### src/rtl/scm16_exec_ctrl.sv
// SCM16 multi-cycle fetch/decode/execute sequencer: owns the PC and steps each instruction
// through FETCH, DECODE, EXEC/MEM and WB, driving the external ROM, register file, ALU/COND and RAM port.
module scm16_exec_ctrl #(
  parameter logic [15:0] PC_RESET     = 16'h0000,
  parameter int          INSTR_STRIDE = 4,
  parameter int          MEM_TIMEOUT  = 255
) (
  input  logic        clk_i,
  input  logic        rst_ni,
  input  logic        run_i,
  output logic [15:0] prog_addr_o,
  input  logic [15:0] prog_op_i,
  input  logic [15:0] prog_a1_i,
  input  logic [15:0] prog_a2_i,
  input  logic [15:0] prog_dst_i,
  output logic [2:0]  rf_ra_o,
  output logic [2:0]  rf_rb_o,
  input  logic [15:0] rf_da_i,
  input  logic [15:0] rf_db_i,
  output logic        rf_we_o,
  output logic [2:0]  rf_wa_o,
  output logic [15:0] rf_wd_o,
  output logic        alu_en_o,
  output logic [3:0]  alu_func_o,
  output logic [15:0] alu_a_o,
  output logic [15:0] alu_b_o,
  input  logic [15:0] alu_y_i,
  input  logic        cond_true_i,
  output logic        mem_req_o,
  output logic        mem_we_o,
  output logic [15:0] mem_addr_o,
  output logic [15:0] mem_wdata_o,
  input  logic        mem_ack_i,
  input  logic [15:0] mem_rdata_i,
  output logic        halted_o,
  output logic        err_o,
  output logic [15:0] retired_o
);

  typedef enum logic [2:0] {S_FETCH, S_DECODE, S_EXEC, S_MEM, S_WB, S_HALT} state_t;

  localparam logic [15:0] STRIDE   = 16'(INSTR_STRIDE);
  localparam logic [7:0]  TMO_LAST = 8'(MEM_TIMEOUT - 1);

  state_t      state_q, state_d;
  logic [15:0] pc_q, pc_d;
  logic [7:0]  op_q, op_d;
  logic [15:0] a1_q, a1_d;
  logic [15:0] a2_q, a2_d;
  logic [3:0]  dst_q, dst_d;
  logic [15:0] res_q, res_d;
  logic [7:0]  tmo_q, tmo_d;
  logic        err_q, err_d;
  logic [15:0] retired_q, retired_d;
  logic [15:0] opa, opb;

  always_ff @(posedge clk_i or negedge rst_ni) begin
    if (!rst_ni) begin
      state_q   <= S_FETCH;
      pc_q      <= PC_RESET;
      op_q      <= '0;
      a1_q      <= '0;
      a2_q      <= '0;
      dst_q     <= '0;
      tmo_q     <= '0;
      err_q     <= 1'b0;
      retired_q <= '0;
    end else begin
      state_q   <= state_d;
      pc_q      <= pc_d;
      op_q      <= op_d;
      a1_q      <= a1_d;
      a2_q      <= a2_d;
      dst_q     <= dst_d;
      tmo_q     <= tmo_d;
      err_q     <= err_d;
      retired_q <= retired_d;
    end
  end

  // Result holding register is pure datapath; it is always written before WB reads it.
  always_ff @(posedge clk_i) begin
    res_q <= res_d;
  end

  always_comb begin
    state_d     = state_q;
    pc_d        = pc_q;
    op_d        = op_q;
    a1_d        = a1_q;
    a2_d        = a2_q;
    dst_d       = dst_q;
    res_d       = res_q;
    tmo_d       = '0;
    err_d       = err_q;
    retired_d   = retired_q;
    opa         = op_q[7] ? a1_q : rf_da_i;
    opb         = op_q[6] ? a2_q : rf_db_i;
    prog_addr_o = pc_q;
    rf_ra_o     = a1_q[2:0];
    rf_rb_o     = a2_q[2:0];
    rf_we_o     = 1'b0;
    rf_wa_o     = '0;
    rf_wd_o     = '0;
    alu_en_o    = 1'b0;
    alu_func_o  = '0;
    alu_a_o     = '0;
    alu_b_o     = '0;
    mem_req_o   = 1'b0;
    mem_we_o    = 1'b0;
    mem_addr_o  = '0;
    mem_wdata_o = '0;
    halted_o    = 1'b0;

    unique case (state_q)
      S_FETCH: begin
        if (run_i) state_d = S_DECODE;
      end
      S_DECODE: begin
        op_d    = prog_op_i[7:0];
        a1_d    = prog_a1_i;
        a2_d    = prog_a2_i;
        dst_d   = prog_dst_i[3:0];
        rf_ra_o = prog_a1_i[2:0];
        rf_rb_o = prog_a2_i[2:0];
        // ALU and LOAD write a destination, so reject a bad one before any side effect.
        if (prog_op_i == 16'hFFFF) begin
          state_d = S_HALT;
        end else if (!prog_op_i[4] && prog_dst_i[3] && prog_dst_i != 16'h0008) begin
          err_d   = 1'b1;
          state_d = S_HALT;
        end else if (prog_op_i[5]) begin
          state_d = S_MEM;
        end else begin
          state_d = S_EXEC;
        end
      end
      S_EXEC: begin
        alu_func_o = op_q[3:0];
        alu_a_o    = opa;
        alu_b_o    = opb;
        if (op_q[5:4] == 2'b00) begin
          alu_en_o = 1'b1;
          res_d    = alu_y_i;
          state_d  = S_WB;
        end else begin
          pc_d      = cond_true_i ? a1_q : pc_q + STRIDE;
          retired_d = retired_q + 16'd1;
          state_d   = S_FETCH;
        end
      end
      S_MEM: begin
        mem_req_o   = 1'b1;
        mem_we_o    = op_q[4];
        mem_addr_o  = opa;
        mem_wdata_o = opb;
        if (mem_ack_i) begin
          if (op_q[4]) begin
            pc_d      = pc_q + STRIDE;
            retired_d = retired_q + 16'd1;
            state_d   = S_FETCH;
          end else begin
            res_d   = mem_rdata_i;
            state_d = S_WB;
          end
        end else if (tmo_q == TMO_LAST) begin
          err_d   = 1'b1;
          state_d = S_HALT;
        end else begin
          tmo_d = tmo_q + 8'd1;
        end
      end
      S_WB: begin
        if (!dst_q[3]) begin
          rf_we_o = 1'b1;
          rf_wa_o = dst_q[2:0];
          rf_wd_o = res_q;
          pc_d    = pc_q + STRIDE;
        end else begin
          pc_d = res_q;
        end
        retired_d = retired_q + 16'd1;
        state_d   = S_FETCH;
      end
      S_HALT: begin
        halted_o = 1'b1;
      end
      default: state_d = S_HALT;
    endcase
  end

  assign err_o     = err_q;
  assign retired_o = retired_q;

endmodule
### config.mk
export PLATFORM = sky130hd
export DESIGN_NAME = scm16_exec_ctrl
export DESIGN_NICKNAME = d
export VERILOG_FILES = /design/src/rtl/scm16_exec_ctrl.sv
export SDC_FILE = /design/constraint.sdc
export NUM_CORES = 1
export LEC_CHECK = 0
export ABC_AREA = 1
export BUFFER_PORTS_ARGS = -buffer_cell sky130_fd_sc_hd__buf_2
export CAP_MARGIN = 20
export CORE_UTILIZATION = 25
export CTS_CLUSTER_DIAMETER = 80
export DETAILED_ROUTE_END_ITERATION = 16
export GPL_TIMING_DRIVEN = 0
export PLACE_DENSITY_LB_ADDON = 0.08
export SLEW_MARGIN = 20
export SYNTH_ARGS = -nofsm -noshare
export SYNTH_HDL_FRONTEND = slang
export SYNTH_SLANG_ARGS = --single-unit
export TNS_END_PERCENT = 10
### constraint.sdc
create_clock -name clk_i -period 5 [get_ports clk_i]
set_clock_uncertainty 0.05 [all_clocks]
set_input_delay 0 -clock clk_i [delete_from_list [all_inputs] [get_ports clk_i]]
set_output_delay 0 -clock clk_i [all_outputs]
set_load 0.02 [all_outputs]
==> results of run 1 <==
-- logic make-up after synthesis --
kind of cell,Yosys count,synth area share
AO/OA/AOI/OAI,65,0.0551
XOR/XNOR,17,0.0242
adder cells (fa/ha/maj),4,0.00814
buffers and inverters,109,0.0708
flip-flops,104,0.436
multiplexers,22,0.0358
AND/OR/NAND/NOR,557,0.370
-- synth_stat cells, drive strengths merged --
cell type	number	area, sq um
a31oi	1	6.26
or2	2	12.5
nand3b	2	15.0
a21oi	15	75.1
nand4	17	106
ha	4	50.1
mux2i	22	220
a22oi	2	15.0
nor2	158	611
nand2	325	1230
nor3b	1	7.51
clkbuf	24	90.1
inv	73	274
o21a	1	7.51
xor2	11	96.3
xnor2	6	52.6
and3	1	6.26
edfxtp	16	480
nand3	43	238
o21ai	43	215
o211ai	1	7.51
buf	12	71.3
o22ai	2	12.5
nor3	8	45.0
dfrtp	88	2200
-- cell type report --
class / instances / area [sq um]
antenna: 1 / 2.50
buffer: 36 / 161
clock buffer: 11 / 253
clock inverter: 5 / 45.0
fill: 2692 / 15300
inverter: 73 / 274
multi-input combinational: 665 / 3040
sequential: 104 / 2680
tap: 324 / 405
timing repair buffer: 341 / 2130
-- path summary, 6_finish.rpt --
path / start / endpoint / depth (start not counted)
setup / recovery: state_q[2]$_DFFE_PN0P_ / rf_ra_o[0] / 6
hold / removal: run_i / state_q[0]$_DFFE_PN0P_ / 4
setup reg to reg: state_q[0]$_DFFE_PN0P_ / res_q[11]$_DFFE_PP_ / 5
hold reg to reg: err_o$_DFFE_PN0P_ / err_o$_DFFE_PN0P_ / 2
max in group asynchronous: rst_ni / a2_q[13]$_DFFE_PN0P_ / 3
min in group asynchronous: rst_ni / retired_o[8]$_DFFE_PN0P_ / 2
-- state kept, by name, summed over array words and instances, names as in the netlist, 3 cells and up --
register,count
a1_q,16
a2_q,16
dst_q,4
op_q,8
prog_addr_o,16
res_q,16
retired_o,16
state_q,3
tmo_q,8
-- power groups by stage --
| stage | clock, W | sequential [W] | combinational (W) |
|---|---|---|---|
| after floorplan | 0 | 0.00149 | 0.00153 |
| after global placement | 0 | 0.00147 | 0.00248 |
| after detailed placement | 0 | 0.00147 | 0.00249 |
| after CTS | 0.000761 | 0.00145 | 0.00257 |
| after global routing | 0.000794 | 0.00149 | 0.00284 |
| final | 0.000742 | 0.00145 | 0.00253 |
-- per-stage QoR --
stage          hold WS, ns  std cells  instance area, sq um
2_1_floorplan       -0.346        878                  6150
3_3_place_gp         0.150       1464                  7870
3_5_place_dp       -0.0793       1466                  7920
4_1_cts            0.00143       1559                  8990
5_1_grt            0.00746       1559                  8990
6_report           -0.0123       1560                  8990
-- per-layer routing --
layer  routed length, um  share of wire
met5                   0              0
met3                1150          0.048
met4                 426          0.018
met1               10800           0.45
met2               11700           0.49
-- critical path: cells and delay by family, from the launching register on --
family | cells | cell delay (ns)
and+or+nand+nor | 2 | 0.72
AOI/OAI and AO/OA | 1 | 0.18
DFF | 1 | 0.43
buffers and inverters | 3 | 0.97
==> flow_metrics.py, run 1 <==
metrics = {
    "die": {
        "core_area_sq_um": 24200,
        "io_pins": 264,
        "die_height_um": 159,
        "initial_utilization": 0.254,
        "die_x_um": 159,
        "rows": 57,
        "dieArea_sq_um": 25200,
    },
    "finish": {
        "final_cell_mix": "nand2_1 (321), buf_2 (267), nor2_1 (155)",
        "final_core_util": 0.371,
        "final_common_cell": "nand2_1",
        "layout-drive-gt1-share": 0.249,
        "fin_nets": 1367,
        "areaGrowthSynthToFinish_pct": 46.1,
    },
    "detailed_routing": {
        "viasPerCell": 4.35,
        "ant_nets": 0,
        "vias": 6783,
        "drt_iter0_markers": 293,
        "drt-pass1-iter-count": 5,
        "routed_wl_um": 24100,
        "wire_per_inst_um": 15.4,
        "drc": 0,
    },
    "pwr": {
        "switchingPower_w": 0.00234,
        "ir_drop_mv": 0.185,
        "p_clk_frac": 0.157,
        "powerDensity_nw_per_um2": 525,
        "p_comb_frac": 0.536,
        "p_total_w": 0.00472,
        "intPower_w": 0.00238,
        "leakage_nw": 4.71,
        "swShare": 0.496,
        "seq_power_share": 0.307,
    },
    "worst_setup_path": {
        "cp.arrival_ns": 2.66,
        "slowest_delay_ns": 0.54,
        "r2r_slack_ns": 2.56,
        "crit_type": "reg -> out",
        "required_ns": 4.95,
        "crit_path_start_kind": "flop",
        "cp-end-kind": "output port",
        "crit_chain": "buf_4, nor3_2, clkbuf_1, nand2_1, o21ai_0, buf_2",
        "cp_max_fo": 10,
        "crit_path_top_delay_cell": "clkbuf_1",
    },
    "status": {
        "violations": "hold timing",
        "outcome": "complete, but fails checks",
    },
    "global_routing": {
        "grt_pass1_wl_um": 37200,
        "antenna_found_initial": 1,
        "grtUsageMet1": 0.243,
        "grt_max_degree": 46,
        "grt_pass1_vias": 6551,
        "grt-ovfl-total": 0,
        "use_met3": 0.0332,
        "track_usage": 0.192,
        "grt.busiest_layer": "met2",
        "met2_usage": 0.332,
    },
    "sta": {
        "tns_ns": 0,
        "setup_ws_ns": 2.29,
        "hold_viol": 1,
        "max-slew-margin-rel": 0.442,
        "worstMarginPinSlew_ns": 0.837,
        "whs_ns": -0.0123,
        "drv_slew": 0,
        "setup_viol": 0,
        "rsz0062_at_grt": "false",
        "fmax_mhz": 369,
        "period_minus_slack_ns": 2.71,
        "period_share": 0.541,
    },
    "synth": {
        "yosys_register_bits": 104,
        "synth_warnings": 0,
        "synth.cell_area_sq_um": 6150,
        "syn-instance-count": 878,
        "syn_area_per_cell_sq_um": 7.01,
        "synth_cell_types": 38,
        "synth_fp_nets": 1015,
        "seq_area_frac_synth": 0.436,
    },
    "min_path": {
        "hp-class": "in -> reg",
    },
    "cts": {
        "clk_pin_slew_ns": 0.08,
        "htreeDepth": 3,
        "cts_made_buffers": 9,
        "clkSinkCount": 104,
        "clockBufferDepth": 2,
        "postCtsSetupBuffers": 0,
        "ctsResizeCount": 0,
        "clkLatencyLatePin_ns": 0.36,
        "cts_root_buf": "clkbuf_16",
        "postCtsHoldBufs": 77,
        "tritoncts": "built",
    },
    "run": {
        "drv_cap": 0,
    },
    "placed_design": {
        "numPortBuffers": 262,
        "place.gp.congestion": 0.843,
        "pre_cts_ws_ns": 2.67,
        "hpwlAfterDp_um": 19100,
    },
}
No activity file was read; power rests on OpenSTA's default activity.
==> run 2, diff against run 1 <==
clock period = 2.3 ns   (was 5 ns; I/O delays follow)
==> run 2 against run 1 <==
Effect of this change: the flow still finishes with violations (hold timing); worst hold slack improved by 0.0083 ns; power rose by 120%; count of clock-buffer cells in the layout fell by 2; routed wire length rose by 0.64%; critical endpoint is now rf_ra_o[1]; highest routed layer is now met5.
==> flow_metrics.py, run 2 (synthesis results as in run 1) <==
metrics = {
    "die": {
        "die_height_um": 159,
        "initial_utilization": 0.254,
        "dieArea_sq_um": 25200,
        "core_area_sq_um": 24200,
        "io_pins": 264,
        "die_x_um": 159,
        "rows": 57,
    },
    "finish": {
        "final_cell_mix": "nand2_1 (320), buf_2 (269), nor2_1 (154)",
        "regArea_sq_um": 2680,
        "fin_nets": 1368,
        "layout-drive-gt1-share": 0.258,
        "multi_input_area_sq_um": 3060,
        "final_core_util": 0.373,
        "n_fill_cell": 2710,
        "final_common_cell": "nand2_1",
        "areaGrowthSynthToFinish_pct": 47.0,
        "antenna_cells": 0,
    },
    "sta": {
        "setup_viol": 0,
        "setup_ws_ns": 0.0850,
        "drv_slew": 0,
        "tns_ns": 0,
        "rsz0062_at_grt": "true",
        "period_minus_slack_ns": 2.21,
        "worstMarginPinSlew_ns": 0.814,
        "max-slew-margin-rel": 0.455,
        "whs_ns": -0.00397,
        "period_share": 0.963,
        "hold_viol": 1,
        "fmax_mhz": 451,
    },
    "detailed_routing": {
        "viasPerCell": 4.33,
        "vias": 6760,
        "ant_nets": 0,
        "routed_wl_um": 24200,
        "drc": 0,
        "drt_iter0_markers": 285,
        "wire_per_inst_um": 15.5,
        "drt-pass1-iter-count": 5,
    },
    "cts": {
        "clkSinkCount": 104,
        "clkLatencyLatePin_ns": 0.36,
        "htreeDepth": 3,
        "cts_made_buffers": 9,
        "clockBufferDepth": 2,
        "cts_root_buf": "clkbuf_16",
        "tritoncts": "built",
        "clk_pin_slew_ns": 0.08,
    },
    "placed_design": {
        "pre_cts_ws_ns": -0.0535,
        "hpwlAfterDp_um": 19100,
        "place.gp.congestion": 0.870,
        "numPortBuffers": 262,
    },
    "pwr": {
        "leakage_nw": 4.75,
        "powerDensity_nw_per_um2": 1140,
        "ir_drop_mv": 0.380,
    },
    "worst_setup_path": {
        "crit_path_top_delay_cell": "dfrtp_1",
        "required_ns": 2.25,
        "cp_max_fo": 10,
        "worst_path_dominant_cell_family": "buffers and inverters",
        "crit_path_start_kind": "flop",
        "cp-end-kind": "output port",
        "slowest_delay_ns": 0.53,
        "crit_chain": "inv_2, nor3_4, clkbuf_4, nand2_1, o21ai_0, buf_2",
        "path_buf_inv": 3,
        "crit_type": "reg -> out",
        "cp.arrival_ns": 2.16,
    },
    "global_routing": {
        "track_usage": 0.192,
        "antenna_found_initial": 1,
        "grt_pass1_vias": 6599,
        "grt_pass1_wl_um": 36700,
        "grt_max_degree": 72,
        "grt-ovfl-total": 0,
    },
    "min_path": {
        "hp-class": "in -> reg",
    },
    "run": {
        "drv_cap": 0,
    },
    "status": {
        "violations": "hold timing",
        "outcome": "complete, but fails checks",
    },
}
run 2: layout make-up:
cell class                 count  share of cell area
clock buffer                   9              0.0249
sequential                   104               0.297
inverter                      73              0.0303
tap                          324              0.0448
multi-input combinational    665               0.338
clock inverter                 7             0.00858
buffer                        35              0.0191
timing repair buffer         343               0.237
run 2: worst min-delay path, cell delays in order:
cell and delay (ns):
buf_2 0.09, or2_2 0.12, inv_1 0.04, a21oi_1 0.11
run 2: repair_timing:
item                       CTS  global route
setup endpoints to repair   30            64
hold endpoints to repair   149             0
setup buffers                0             0
hold buffers                79             0
gates resized for setup      6            16
run 2: routing by layer:
metal / vias to the layer above / GRT usage / routed length (um)
li1: 3463 / - / -
met1: 3079 / 0.236 / 10600
met2: 192 / 0.339 / 11900
met3: 24 / 0.0334 / 1270
met4: 2 / 0.0581 / 419
met5: - / 0 / 13
run 2: stage by stage:
step / power, W / area (sq um) / cells / hold WS [ns]
after floorplan: 0.00657 / 6150 / 878 / -0.346
after global placement: 0.00857 / 7870 / 1464 / 0.151
after detailed placement: 0.00861 / 7920 / 1466 / -0.195
after CTS: 0.0104 / 9020 / 1560 / 0.00447
after global routing: 0.0112 / 9040 / 1560 / 0.0361
final: 0.0103 / 9040 / 1560 / -0.00397
run 2: power breakdown:
group          internal [W]  switching (W)
clock              0.000863       0.000793
combinational       0.00180        0.00364
sequential          0.00256       0.000644
run 2: path summary, 6_finish.rpt:
| check | from | to | slack [ns] | cells past startpoint |
|---|---|---|---|---|
| setup / recovery | state_q[0]$_DFFE_PN0P_ | rf_ra_o[1] | 0.09 | 6 |
| hold / removal | run_i | state_q[0]$_DFFE_PN0P_ | -0.004 | 4 |
| setup reg to reg | state_q[1]$_DFFE_PN0P_ | res_q[1]$_DFFE_PP_ | 0.18 | 6 |
| hold reg to reg | err_o$_DFFE_PN0P_ | err_o$_DFFE_PN0P_ | 0.43 | 2 |
| max in group asynchronous | rst_ni | prog_addr_o[1]$_DFFE_PN0P_ | 0.89 | 3 |
| min in group asynchronous | rst_ni | retired_o[9]$_DFFE_PN0P_ | 0.14 | 3 |
==> run 3, diff against run 2 <==
PLACE_DENSITY = 0.5   (was unset)
PLACE_DENSITY_LB_ADDON = unset   (was 0.08)
==> run 3 against run 2 <==
Effect of this change: the run now ends clean; design area down 0.21%; routed wire length grew 0.12%; power down 1.3%; sequential share of layout area increased by 0.090 points; flip-flop and latch count unchanged; non-clock buffer count is the same; critical path depth unchanged; count of clock-buffer cells in the layout did not move; die area stayed put; critical endpoint is now alu_a_o[4]; largest cell class unchanged; largest power group unchanged.
==> flow_metrics.py, run 3 (synthesis results as in run 1) <==
metrics = {
    "global_routing": {
        "grt_pass1_wl_um": 37500,
        "grt_pass1_vias": 6804,
        "antenna_found_initial": 0,
        "track_usage": 0.194,
        "grt-ovfl-total": 0,
        "grt_max_degree": 60,
    },
    "die": {
        "rows": 57,
        "initial_utilization": 0.254,
        "core_area_sq_um": 24200,
        "die_height_um": 159,
        "die_x_um": 159,
        "dieArea_sq_um": 25200,
        "io_pins": 264,
    },
    "detailed_routing": {
        "vias": 6854,
        "routed_wl_um": 24200,
        "viasPerCell": 4.39,
        "drt_iter0_markers": 323,
        "wire_per_inst_um": 15.5,
        "drc": 0,
        "ant_nets": 0,
        "drt-pass1-iter-count": 6,
    },
    "worst_setup_path": {
        "crit_type": "reg -> out",
        "slowest_delay_ns": 0.42,
        "crit_path_start_kind": "flop",
        "cpMostUsedCell": "nor2_1",
        "cp-end-kind": "output port",
        "crit_path_top_delay_cell": "dfrtp_1",
        "cp.arrival_ns": 2.15,
        "crit_chain": "buf_4, nor2_1, nand2_2, clkbuf_4, nor2_1, buf_2",
        "cp_max_fo": 10,
        "required_ns": 2.25,
    },
    "sta": {
        "hold_viol": 0,
        "max-slew-margin-rel": 0.507,
        "period_minus_slack_ns": 2.20,
        "setup_viol": 0,
        "drv_slew": 0,
        "fmax_mhz": 455,
        "period_share": 0.956,
        "worstMarginPinSlew_ns": 0.740,
        "whs_ns": 0.0430,
    },
    "cts": {
        "clkSinkCount": 104,
        "tritoncts": "built",
        "cts_made_buffers": 9,
        "htreeDepth": 3,
        "cts_root_buf": "clkbuf_16",
        "clkLatencyLatePin_ns": 0.36,
        "clk_pin_slew_ns": 0.08,
        "clockBufferDepth": 2,
    },
    "finish": {
        "final_common_cell": "nand2_1",
        "layout-drive-gt1-share": 0.259,
        "regArea_sq_um": 2690,
        "fin_nets": 1368,
        "fin_area_sq_um": 9020,
        "n_fill_cell": 2654,
        "areaGrowthSynthToFinish_pct": 46.7,
        "multi_input_area_sq_um": 3050,
        "final_cell_mix": "nand2_1 (320), buf_2 (270), nor2_1 (154)",
        "antenna_cells": 0,
    },
    "placed_design": {
        "numPortBuffers": 262,
        "hpwlAfterDp_um": 19000,
        "dpl_cell_area_sq_um": 7920,
        "place.gp.congestion": 0.827,
    },
    "pwr": {
        "powerDensity_nw_per_um2": 1130,
        "leakage_nw": 4.73,
        "ir_drop_mv": 0.549,
    },
    "min_path": {
        "hp-class": "in -> async",
    },
    "run": {
        "drv_cap": 0,
    },
    "status": {
        "outcome": "finished clean",
    },
}
==> run 3: changes by cell type in the layout (fill, tap and decap cells not counted), moves of 2 or more <==
| cell | change |
|---|---|
| dfrtp_1 | -2 |
| clkbuf_2 | -3 |
| dfrtp_2 | +2 |
| clkinvlp_4 | +2 |
==> run 3: worst max-delay path, delay by kind of cell, from the launching register on <==
kind | cells | cell delay (ns)
simple gates | 3 | 0.65
flops | 1 | 0.42
buf+inv | 3 | 0.70
==> run 3: final timing paths <==
kind	slack (ns)	cells past startpoint	to	from
min in group clk_i	0.10	6	state_q[1]$_DFFE_PN0P_	prog_op_i[8]
max	0.10	6	alu_a_o[4]	state_q[2]$_DFFE_PN0P_
min reg2reg	0.41	2	err_o$_DFFE_PN0P_	err_o$_DFFE_PN0P_
max in group asynchronous	1.55	3	state_q[0]$_DFFE_PN0P_	rst_ni
min	0.04	2	prog_addr_o[14]$_DFFE_PN0P_	rst_ni
max reg2reg	0.22	6	res_q[0]$_DFFE_PP_	state_q[1]$_DFFE_PN0P_
==> run 3: cell type report <==
class	instances	share of cell area
timing repair buffer	343	0.238
buffer	35	0.0193
clock inverter	7	0.00693
clock buffer	9	0.0250
multi-input combinational	665	0.338
inverter	73	0.0304
tap	324	0.0449
sequential	104	0.298
==> run 3: power by group <==
group | internal, W | switching [W] | leakage [nW] | total (W)
combinational | 0.00179 | 0.00363 | 3.35 | 0.00541
clock | 0.000756 | 0.000787 | 0.136 | 0.00154
sequential | 0.00257 | 0.000646 | 1.24 | 0.00321
==> run 3: routing by layer <==
layer,share of wire,wire (um),GRT usage
met3,0.039,955,0.0311
met1,0.44,10600,0.236
met5,0,0,0
met4,0.018,442,0.0529
met2,0.51,12300,0.351
==> run 3: timing repair <==
action | 4_1_cts | 5_1_grt
endpoints found under the hold margin | 152 | 0
hold buffers | 79 | 0
setup buffers | 0 | 0
resized for setup | 9 | 12
setup endpoints to repair | 37 | 24
==> run 3: through the flow <==
step                      worst slack [ns]  TNS [ns]  power, W   util  instances
after global routing               -0.0185   -0.0333    0.0110  0.372       1560
after floorplan                      0.233         0   0.00657      -        878
after global placement              -0.514     -8.21   0.00850  0.325       1464
after CTS                          -0.0833    -0.266    0.0103  0.371       1560
final                                0.102         0    0.0102  0.372       1560
after detailed placement            0.0123         0   0.00855  0.327       1466
